## src/rtl/pad_stream_source.sv

```systemverilog
// Zero-border padding source: wraps an unpadded raster from a valid/ready upstream in a
// one-word border and presents it through a show-ahead FIFO-style read interface.
module pad_stream_source #(
  parameter int unsigned            DATA_WIDTH = 32,
  parameter int unsigned            WIDTH      = 112,
  parameter int unsigned            HEIGHT     = 112,
  parameter logic [DATA_WIDTH-1:0]  PAD_VALUE  = '0
) (
  input  logic                    clk,
  input  logic                    rst,
  input  logic [3*DATA_WIDTH-1:0] pixel_in,
  input  logic                    pixel_valid,
  output logic                    pixel_ready,
  output logic [3*DATA_WIDTH-1:0] data_out,
  output logic                    data_fifo_empty,
  input  logic                    rdreq,
  output logic                    frame_done
);

  localparam int unsigned ColW = $clog2(WIDTH + 2);
  localparam int unsigned RowW = $clog2(HEIGHT + 2);
  localparam logic [ColW-1:0] ColLast = ColW'(WIDTH + 1);
  localparam logic [RowW-1:0] RowLast = RowW'(HEIGHT + 1);

  logic [ColW-1:0]         col_q, col_d;
  logic [RowW-1:0]         row_q, row_d;
  logic [3*DATA_WIDTH-1:0] data_q, data_d;
  logic                    out_valid_q, out_valid_d;
  logic                    last_q, last_d;
  logic                    frame_done_q, frame_done_d;

  logic border, pop, slot_free, load;

  always_comb begin
    border    = (row_q == '0) || (row_q == RowLast) || (col_q == '0) || (col_q == ColLast);
    pop       = rdreq & out_valid_q;
    slot_free = ~out_valid_q | pop;
    load      = slot_free & (border | pixel_valid);

    col_d        = col_q;
    row_d        = row_q;
    data_d       = data_q;
    out_valid_d  = out_valid_q;
    last_d       = last_q;
    frame_done_d = pop & last_q;

    if (load) begin
      data_d      = border ? {3{PAD_VALUE}} : pixel_in;
      out_valid_d = 1'b1;
      // Tag rides with the word so frame_done fires on its pop, not its load.
      last_d      = (row_q == RowLast) && (col_q == ColLast);
      if (col_q == ColLast) begin
        col_d = '0;
        row_d = (row_q == RowLast) ? '0 : row_q + 1'b1;
      end else begin
        col_d = col_q + 1'b1;
      end
    end else if (pop) begin
      out_valid_d = 1'b0;
    end
  end

  always_ff @(posedge clk or negedge rst) begin
    if (!rst) begin
      col_q        <= '0;
      row_q        <= '0;
      data_q       <= '0;
      out_valid_q  <= 1'b0;
      last_q       <= 1'b0;
      frame_done_q <= 1'b0;
    end else begin
      col_q        <= col_d;
      row_q        <= row_d;
      data_q       <= data_d;
      out_valid_q  <= out_valid_d;
      last_q       <= last_d;
      frame_done_q <= frame_done_d;
    end
  end

  assign pixel_ready     = ~border & slot_free;
  assign data_out        = data_q;
  assign data_fifo_empty = ~out_valid_q;
  assign frame_done      = frame_done_q;

endmodule

```

## config.mk

```make
export PLATFORM = sky130hd
export DESIGN_NAME = pad_stream_source
export DESIGN_NICKNAME = d
export VERILOG_FILES = /design/src/rtl/pad_stream_source.sv
export SDC_FILE = /design/constraint.sdc
export NUM_CORES = 1
export LEC_CHECK = 0
export BUFFER_PORTS_ARGS = -buffer_cell sky130_fd_sc_hd__buf_2
export CORE_MARGIN = 1
export CORE_UTILIZATION = 50
export DETAILED_ROUTE_END_ITERATION = 12
export PLACE_DENSITY_LB_ADDON = 0.1
export SETUP_SLACK_MARGIN = 0.5
export SLEW_MARGIN = 20
export SYNTH_ARGS = -nofsm -noshare
export SYNTH_HDL_FRONTEND = slang
export SYNTH_SLANG_ARGS = --single-unit
```

## constraint.sdc

```tcl
create_clock -name clk -period 4 [get_ports clk]
set_clock_uncertainty 0.15 [all_clocks]
set_input_delay 0.6 -clock clk [delete_from_list [all_inputs] [get_ports clk]]
set_output_delay 0.6 -clock clk [all_outputs]
set_load 0.1 [all_outputs]
```

== Word-level counts from Yosys, hierarchy flattened ==
Index checks and enable logic that the tools add are counted.

* $add $sub $neg: 2
* Mux-type cells: 5
* Equality and inequality tests: 2
* Bitwise operators: 8
* Reductions and logical operators: 8

{| class="wikitable"
|+ Operators by type and width
! operator !! number
|-
| $mux 96 || 1
|-
| $add 7x1->7 const B || 2
|-
| $eq 7x7->1 const B || 2
|-
| $logic_not 7->1 || 2
|-
| $mux 7 || 2
|-
| $and 1x1->1 || 4
|-
| $logic_or 1x1->1 || 3
|-
| $mux 1 || 2
|-
| $not 1->1 || 2
|-
| $or 1x1->1 || 2
|-
| $reduce_and 2->1 || 1
|-
| $reduce_bool 2->1 || 1
|-
| $logic_and 1x1->1 || 1
|}

* Word-level logic and storage cells: 31
* Output and inout port bits: 99
* Bits in registers: 113
* Input bits: 100

== Depth between registers and ports, before layout ==
Gate-level depths: netlist (run 1).

* Word-level depth: 7
* Gate-level depth with buffers: 10
* Depth with buffers taken out: 7

== Worst setup path after synthesis (run 1) ==
No wires, ideal clock.

* Kind: register to output
* Start point: register col_q[0]
* End point: output port pixel_ready
* Stages on the path, launching flop included: 7
* Slack: 0.786 ns
* Buffers on the path: 1
* Data arrival time: 2.464 ns
* Data required time: 3.250 ns
* Cells stage by stage: dfrtp_1 ha_1 nand4_1 or2_2 clkbuf_1 nand4_2 nor2_1

* Cells in the longest elaborated chain, start to end: 5
* Elaborated cells between the ends (all ways): 6
* Classes of those cells: eq/ne: 1; bitwise: 2; reduce/logical: 3

{| class="wikitable"
|+ Ends and longest elaborated chain
! what !! line !! source
|-
| start, declared || 25 || <nowiki>logic [ColW-1:0] col_q, col_d;</nowiki>
|-
| start signal, assigned || 72 || <nowiki>col_q <= col_d;</nowiki>
|-
| $logic_not 7->1 || 35 || <nowiki>border = (row_q == '0) || (row_q == RowLast) || (col_q == '0) || (col_q == ColLast);</nowiki>
|-
| $logic_or 1x1->1 || 35 ||
|-
| $logic_or 1x1->1 * || 35 ||
|-
| $not 1->1 * || 81 || <nowiki>assign pixel_ready = ~border & slot_free;</nowiki>
|-
| $and 1x1->1 * || 81 ||
|-
| end, declared || 13 || <nowiki>output logic pixel_ready,</nowiki>
|}

Every way passes the cells marked *; elsewhere a longest branch is shown, timed or not.

== Worst setup path in the final report (run 1) ==
* Start point: register row_q[1]
* End point: output port pixel_ready

* Cells in the longest elaborated chain, start to end: 6
* Elaborated cells between the ends (all ways): 7
* Classes of those cells: eq/ne: 1; bitwise: 2; reduce/logical: 4

{| class="wikitable"
|+ Ends and longest elaborated chain
! what !! line !! source
|-
| start, declared || 26 || <nowiki>logic [RowW-1:0] row_q, row_d;</nowiki>
|-
| start signal, assigned || 73 || <nowiki>row_q <= row_d;</nowiki>
|-
| $eq 7x7->1 / $logic_not 7->1 (equally long branches) || 35 ||
|-
| $logic_or 1x1->1 * (3 in series) || 35 ||
|-
| $not 1->1 * || 81 ||
|-
| $and 1x1->1 * || 81 ||
|}

Marked as above.

==> flow_results.org, run 1 <==
** Critical path
- For the worst setup path, the data required time is 3250 ps.
- Critical register-to-register path startpoint :: row_q[1]$_DFFE_PN0P_
- The worst register-to-register path ends at col_q[1]$_DFFE_PN0P_.
- Crit path arrival time :: 2470 ps
- In this run the worst setup path begins at row_q[1]$_DFFE_PN0P_.
- Worst setup path endpoint :: pixel_ready
- Type of the setup path with the least slack :: reg -> out
- Crit-path max FO :: 8
- The worst setup path is launched from a flop.
- Worst Reg-to-Reg Cells :: 8
- For flop-to-flop paths, the worst setup slack is 1220 ps.
- Crit end category :: primary output

** Synthesis
- Syn Nets :: 429
- Counting every instance in the synthesized netlist gives 323.
- Area share of xor/xnor cells in the synthesized design :: 0.200%
- The cell area that synthesis handed to floorplanning was 4380 sq um.
- Summing the areas of all compound-gate instances in the mapped netlist gives 23.1% of the synthesized area.
- Synth Area in Simple Gates :: 6.57%
- Flops & latches, synth :: 113
- Summing the areas of all fa, ha and maj instances in the mapped netlist gives 1.71% of the synthesized area.
- Count of synthesis-stage warnings from yosys :: 0
- Sequential cells were found to cover 64.6% of the synthesized design area.
- By area, the combinational part of the netlist is dominated by compound AO/OA/AOI/OAI gates.
- Mapped Avg Cell Area :: 13.6 sq um
- Measured against the total synthesized area, the mux share comes to 0%.
- Number of distinct standard cells referenced by the synthesized netlist :: 36

** Clock network
- Buffers inserted during clock tree synthesis total 17.
- Clock tree synthesis found a total of 113 sinks.
- Buffers added to address setup during post-CTS repair amount to 0.
- Clock Latency Late Sink :: 500 ps
- Clock-pin slew was measured on the worst setup and hold paths at 50 ps.
- Gates resized during post-CTS repair numbered 0.
- CTS H-tree depth :: 4
- Root Driver :: clkbuf_8
- CTS tree :: yes
- The clock passes through at most 2 buffers.
- In this run, post-CTS hold repair placed 0 buffers.

** STA
- Setup violations remaining at the end of the flow were counted as 0.
- Max-slew violation count :: 0
- Hold violation total from the final report :: 0
- Final critical-path required period :: 3220 ps
- Of the available clock period, the critical path in the final layout requires 80.5%.
- Highest attainable clock frequency :: 0.311 GHz
- Setup repair after global routing left no endpoint under its margin.
- Headroom to the max-slew limit :: 36.7%
- Total negative setup slack :: 0 ps
- Worst-Margin Slew :: 942 ps
- Final Worst Setup Slack :: 780 ps

** Min path
- Hold WC Path Type :: in -> async

** Route
- Initial DRT Pass Iterations :: 4
- Remaining number of nets flagged by the antenna check after routing :: 0
- Wire per inst :: 16.9 um
- Using the TritonRoute via totals, the vias-per-cell ratio works out to 5.51.
- The detailed router finished its first iteration with 142 violations.
- Wires add up to 10,800 um.
- In the routed design, unresolved DRC markers number 0.
- Detailed routing inserted a total of 3,509 vias.

** Power
- Power density over the cells :: 612 nW/um^2
- Sw frac :: 35.1%
- Maximum ir drop on the vdd rail :: 0.257 mV
- Sequential cells account for 35.9% of the total power.
- Power share of the combinational group :: 23.9%
- The clock network is responsible for 40.2% of the overall power.
- In this run the static leakage power is 3.37 nW.
- P_sw :: 0.00129 W
- Internal :: 0.00239 W

** Global routing
- Pin count of the biggest net entering global routing :: 85
- Global-route wire length before repair :: 16,200 um
- The number of global-route vias before repair was 3,326.
- Initial antenna violation count :: 0
- Global route total overflow :: 0
- For this run, the total global-route usage over all layers was measured as 23.7%.

** Floorplan
- In this run the standard cell core region covers 8340 sq um.
- The floorplan step defined a die boundary enclosing 9130 sq um.
- Ports placed on the boundary :: 199
- Measured along the y axis, the die boundary spans 95.6 um.
- Placement Rows :: 33
- For this configuration, the core starts out at a cell density of 52.5%.
- Overall die width :: 95.6 um

** Cells and area
- Relative to the synthesized area, the layout overhead comes to 37.6%.
- Counting the fill cells in the layout gives 608.
- Number of nets in the final layout :: 626
- The number of antenna diodes in the final layout is 0.
- In the final layout, the share of cells above drive strength 1 is 45.1%.

** Placed design
- IO buf count :: 198
- DP HPWL :: 7150 um
- Dpl ws :: 1280 ps
- Routability congestion estimate :: 0.799

** Outcome
- Outcome :: complete, no violations

** Run
- Max Cap Viol :: 0
==> layout make-up <==
type                            instances  area [sq um]  area share (%)
Clock buffer                           18           428            7.10
Clock inverter                         13           161            2.68
Inverter                                6          22.5           0.374
Multi-Input combinational cell        179          1400            23.2
Sequential cell                       113          2830            46.9
Tap cell                              105           131            2.18
Timing Repair Buffer                  203          1060            17.5
==> kinds of logic (layout without fill, tap and decap cells) <==
kind of cell	Yosys count	after routing
AO/OA/AOI/OAI	124	124
XOR/XNOR	1	1
adder cells (fa/ha/maj)	6	6
buffers and inverters	31	240
flip-flops	113	113
AND/OR/NAND/NOR	48	48
==> worst max-delay path: stages (launching register included) <==
cell and delay [ps]:
dfrtp_1 360, inv_1 80, ha_1 180, and4bb_2 250, nand3_1 260, nand4_2 240, nor2_1 160, buf_2 440
==> power groups by stage <==
stage / sequential, W / clock [W] / combinational [W]
4_1_cts: 0.00132 / 0.00150 / 0.000887
6_report: 0.00132 / 0.00148 / 0.000882
5_1_grt: 0.00134 / 0.00156 / 0.000927
3_5_place_dp: 0.00134 / 0 / 0.000883
2_1_floorplan: 0.00178 / 0 / 0.000235
3_3_place_gp: 0.00134 / 0 / 0.000869
==> per-layer routing <==
metal	global-route usage (%)	vias up	part of all wire, %
met3	7.50	14	6.9
met2	36.8	136	48
met1	30.8	1736	43
li1	-	1623	-
met4	9.58	0	1.8
met5	0	-	0
==> flip-flops by register name, summed over array words and instances, names as in the netlist <==
register and count:
col_q 7, last_q 1, data_out 96, out_valid_q 1, frame_done 1, row_q 7
==> how the worst min path moves through the flow <==
stage / from / to / cells past startpoint
2_1_floorplan: rst / col_q[0]$_DFFE_PN0P_ / 0
3_3_place_gp: last_q$_DFFE_PN0P_ / last_q$_DFFE_PN0P_ / 1
3_5_place_dp: last_q$_DFFE_PN0P_ / last_q$_DFFE_PN0P_ / 1
4_1_cts: rst / row_q[3]$_DFFE_PN0P_ / 1
5_1_grt: rst / row_q[3]$_DFFE_PN0P_ / 1
6_report: rst / row_q[3]$_DFFE_PN0P_ / 1
==> cell usage after synthesis <==
cell / count / area (sq um)
a21o_1: 2 / 15.0
a21oi_1: 2 / 10.0
a22o_1: 96 / 841
a32o_1: 1 / 10.0
and2_0: 1 / 6.26
and2_1: 1 / 6.26
and3_1: 4 / 25.0
and4_1: 1 / 8.76
and4bb_2: 1 / 12.5
buf_2: 12 / 60.1
buf_4: 5 / 37.5
buf_6: 2 / 22.5
clkbuf_1: 6 / 22.5
dfrtp_1: 113 / 2830
ha_1: 6 / 75.1
inv_1: 6 / 22.5
nand2_1: 8 / 30.0
nand2b_1: 2 / 12.5
nand3_1: 9 / 45.0
nand4_1: 3 / 18.8
nand4_2: 1 / 12.5
nand4b_1: 1 / 8.76
nor2_1: 5 / 18.8
nor2b_1: 2 / 12.5
nor3_1: 2 / 10.0
nor3b_2: 2 / 25.0
nor4b_1: 1 / 8.76
o21ai_0: 15 / 75.1
o21ai_2: 1 / 8.76
o31ai_1: 6 / 45.0
o41ai_1: 1 / 8.76
or2_1: 1 / 6.26
or2_2: 1 / 6.26
or3_1: 1 / 6.26
or4_1: 1 / 7.51
xor2_1: 1 / 8.76
==> layout by cell type (no fill, tap or decap), types with 3 or more instances in the layout <==
master and count:
and3_1 4, buf_4 4, buf_2 197, bufinv_16 3, dfrtp_1 113, nor2_1 5, clkinv_2 4, nand4_1 3
inv_1 6, clkinv_4 3, clkbuf_16 16, o31ai_1 6, a22o_1 96, ha_1 6, nand3_1 9, o21ai_0 15
nand2_1 8
==> per-stage QoR <==
| step | cells | hold WS [ps] | instance area (sq um) | util (%) | total power, W |
|---|---|---|---|---|---|
| after CTS | 637 | 38.3 | 6030 | 72.2 | 0.00371 |
| final | 637 | 16.0 | 6030 | 72.2 | 0.00369 |
| after global placement | 606 | 306 | 5440 | 65.2 | 0.00221 |
| after floorplan | 323 | 154 | 4380 | - | 0.00202 |
| after global routing | 637 | 79.5 | 6030 | 72.2 | 0.00383 |
| after detailed placement | 606 | 312 | 5440 | 65.2 | 0.00222 |
No activity file was read; power rests on OpenSTA's default activity.
==> inputs of run 2 (changes only) <==
Settings changed: CORE_UTILIZATION 50 to 42.
Clock period 4 ns to 2.6 ns, I/O delays scaled along.
==> run 2 against run 1 <==
Clock power rose by 68%. Setup slack got worse by 750 ps. Largest power group unchanged. Critical path depth rose by 4. Final area rose by 39%. Via count rose by 28%. Global-route usage rose by 8.6 points. Clock-buffer cell count rose by 2.
==> flow_results.org, run 2 (synthesis results as in run 1) <==
** Global routing
- Global-route wire length before repair :: 26,200 um
- Global route total overflow :: 0
- Initial antenna violation count :: 0
- Total track usage :: 32.3%
- In this run the most used layer during global routing was met2.
- Global routing used 8.40% of the available met3 tracks.
- Vias in the first global route :: 4,884
- For this run, global-route usage on met2 was measured as 57.2%.
- Pin count of the biggest net entering global routing :: 52
- GR Layer Usage met1 :: 35.6%

** Power
- Internal :: 0.00441 W
- The share of total power dissipated in sequential elements is 30.3%.
- Power share of the combinational group :: 32.8%
- Summing internal, switching and leakage power gives 0.00675 W.
- For this design the total switching power over the nets is 0.00234 W.
- For this design the static power due to leakage is 4.37 nW.
- Power density over the cells :: 805 nW/um^2
- Maximum ir drop on the vdd rail :: 0.403 mV
- The share of total power dissipated in the clock network is 36.9%.
- Net switching is 34.7% of the power.

** Floorplan
- The die covers 10,800 sq um.
- Once the floorplan was initialized, standard cells occupied 44.0% of the core.
- Measured along the x axis, the die boundary spans 104 um.
- During I/O placement, the number of pins put on the boundary was 199.
- Placement Rows :: 36
- From bottom edge to top edge, the die measures 104 um.
- Floorplan Core Area :: 9950 sq um

** Placed design
- Dpl ws :: 347 ps
- Dpl cell area :: 5550 sq um
- The wire-length estimate of the detail-placed layout is 7370 um.
- IO buf count :: 198
- Routability-driven placement finished with a final weighted congestion of 0.815.

** STA
- Total negative setup slack :: 0 ps
- The clock period could shrink to 2570 ps.
- Setup violations remaining at the end of the flow were counted as 0.
- Highest attainable clock frequency :: 0.388 GHz
- For the pin with the worst max-slew slack, the measured transition is 694 ps.
- Final Worst Setup Slack :: 25.2 ps
- The worst path uses 99.0% of the clock period.
- The number of endpoints with negative hold slack in the final report came to 0.
- In this run the tightest slew margin relative to its limit is 53.8%.
- Max-slew violation count :: 0
- Unrepaired setup endpoints after global routing :: true

** Route
- The detail route stage leaves a number of antenna-violating nets equal to 0.
- The final layout contains routed wiring with a total length of 17,600 um.
- Via count of the routed design :: 4,485
- In the routed layout, each cell is associated on average with a via count of 5.43.
- For this run, the detailed router's first-pass iteration total came to 5.
- The detailed router finished its first iteration with 264 violations.
- After detailed routing, the average wire length per cell comes to 21.3 um.
- Drt drc :: 0

** Cells and area
- Once layout is complete, the utilization of the core stands at 84.2%.
- Number of nets in the final layout :: 786
- Relative to the synthesized area, the layout overhead comes to 91.5%.
- The register with the most flip-flops in the layout has 96 of them.
- Most common cell after layout, fill and taps aside :: buf_2
- In the final layout, the share of cells above drive strength 1 is 46.2%.
- Number of diodes added for antenna fixing :: 0
- Commonest non-fill, non-tap cells in the layout :: 196 x buf_2, 113 x dfrtp_1, 98 x dlygate4sd3_1
- Fillers :: 510
- Cell area after layout :: 8380 sq um

** Clock network
- The clock reaches the later pin of the worst-skew pair after 510 ps.
- CTS saw 113 sinks.
- The H-tree was split into 4 levels.
- The longest clock path from root to sink contains 2 buffers.
- Inserted Clock Buffers :: 17
- Clock tree synthesis selected as its root buffer the cell clkbuf_8.
- Reg clk slew, reported paths :: 60 ps
- TritonCTS built the clock tree.

** Critical path
- The number of cells on the worst reg-to-reg path is 11.
- The worst setup path is captured at a flop.
- STA classifies the critical path startpoint as a flop.
- The most numerous cell type found on the critical path is buf_6.
- Traced cell by cell, the critical path runs through or2_4 > or4_4 > nand4_4 > buf_6 > buf_6 > o21ai_4 > buf_12 > buf_12 > buf_6 > buf_16 > a22o_1.
- Crit-path max FO :: 8
- For this run, the slowest stage of the critical path takes 500 ps.
- Crit path arrival time :: 2810 ps
- Type of the setup path with the least slack :: reg -> reg
- Cell with the biggest individual delay on the critical path :: or4_4
- At the worst endpoint, the required time is 2840 ps.

** Min path
- In this run the worst hold path is classified as in -> reg.
- The worst hold path was traced through 2 stages.

** Run
- The tool flagged a number of max-cap violations equal to 0.

** Outcome
- The flow ran to the end, and the final reports show no timing, DRC or antenna violations.
==> run 2: changes by cell type in the layout (fill, tap and decap cells not counted), moves of 3 or more <==
cell / delta
o31ai_1: -3
buf_6: +10
buf_8: +3
dlygate4sd3_1: +98
clkbuf_16: +3
buf_16: +21
buf_4: +12
buf_12: +14
==> run 2: critical path: cells and delay by family, from the launching register on <==
family / cells / cell delay, ps
flops: 1 / 390
compound gates: 2 / 290
simple gates: 3 / 870
buf+inv: 6 / 750
==> run 2: cell type report <==
type                       count  area [sq um]  share of cell area, %
clock buffer                  20           455                   5.43
clock inverter                12           180                   2.15
inverter                       6          22.5                  0.269
multi-input combinational    179          1520                   18.1
sequential                   113          2830                   33.7
tap                          133           166                   1.98
timing repair buffer         363          3210                   38.3
==> run 2: stage by stage <==
stage | hold slack (ps) | cells
5_1_grt | 10.0 | 826
3_3_place_gp | 304 | 638
6_report | 34.0 | 826
3_5_place_dp | 310 | 638
4_1_cts | 10.0 | 818
2_1_floorplan | -55.6 | 323
==> run 2: what timing repair did <==
item | in CTS | in global routing
buffers inserted | 30 | 4
cloned | 20 | 4
endpoints found under the setup margin | 104 | 105
hold endpoints to repair | 146 | 0
hold buffers | 98 | 0
pin swaps | 23 | 76
gates resized for setup | 60 | 19
==> run 2: routing by layer <==
metal | vias up | wire (um)
li1 | 1959 | -
met1 | 2242 | 6390
met2 | 239 | 9510
met3 | 45 | 1120
met4 | 0 | 571
met5 | - | 0
==> run 2: final timing paths <==
path	from	to	slack [ps]
max in group asynchronous	rst	data_out[40]$_DFFE_PN0P_	1330
max	col_q[3]$_DFFE_PN0P_	data_out[35]$_DFFE_PN0P_	30
max reg2reg	col_q[3]$_DFFE_PN0P_	data_out[35]$_DFFE_PN0P_	30
min reg2reg	last_q$_DFFE_PN0P_	last_q$_DFFE_PN0P_	330
min	pixel_valid	out_valid_q$_DFFE_PN0P_	30
min in group asynchronous	rst	data_out[86]$_DFFE_PN0P_	330
==> run 2: power by group through the flow <==
stage / Combinational, W / Clock, W / Sequential, W
floorplan: 0.000391 / 0 / 0.00274
global placement: 0.00137 / 0 / 0.00206
detailed placement: 0.00138 / 0 / 0.00206
CTS: 0.00201 / 0.00250 / 0.00202
global route: 0.00229 / 0.00261 / 0.00206
finish: 0.00221 / 0.00249 / 0.00204
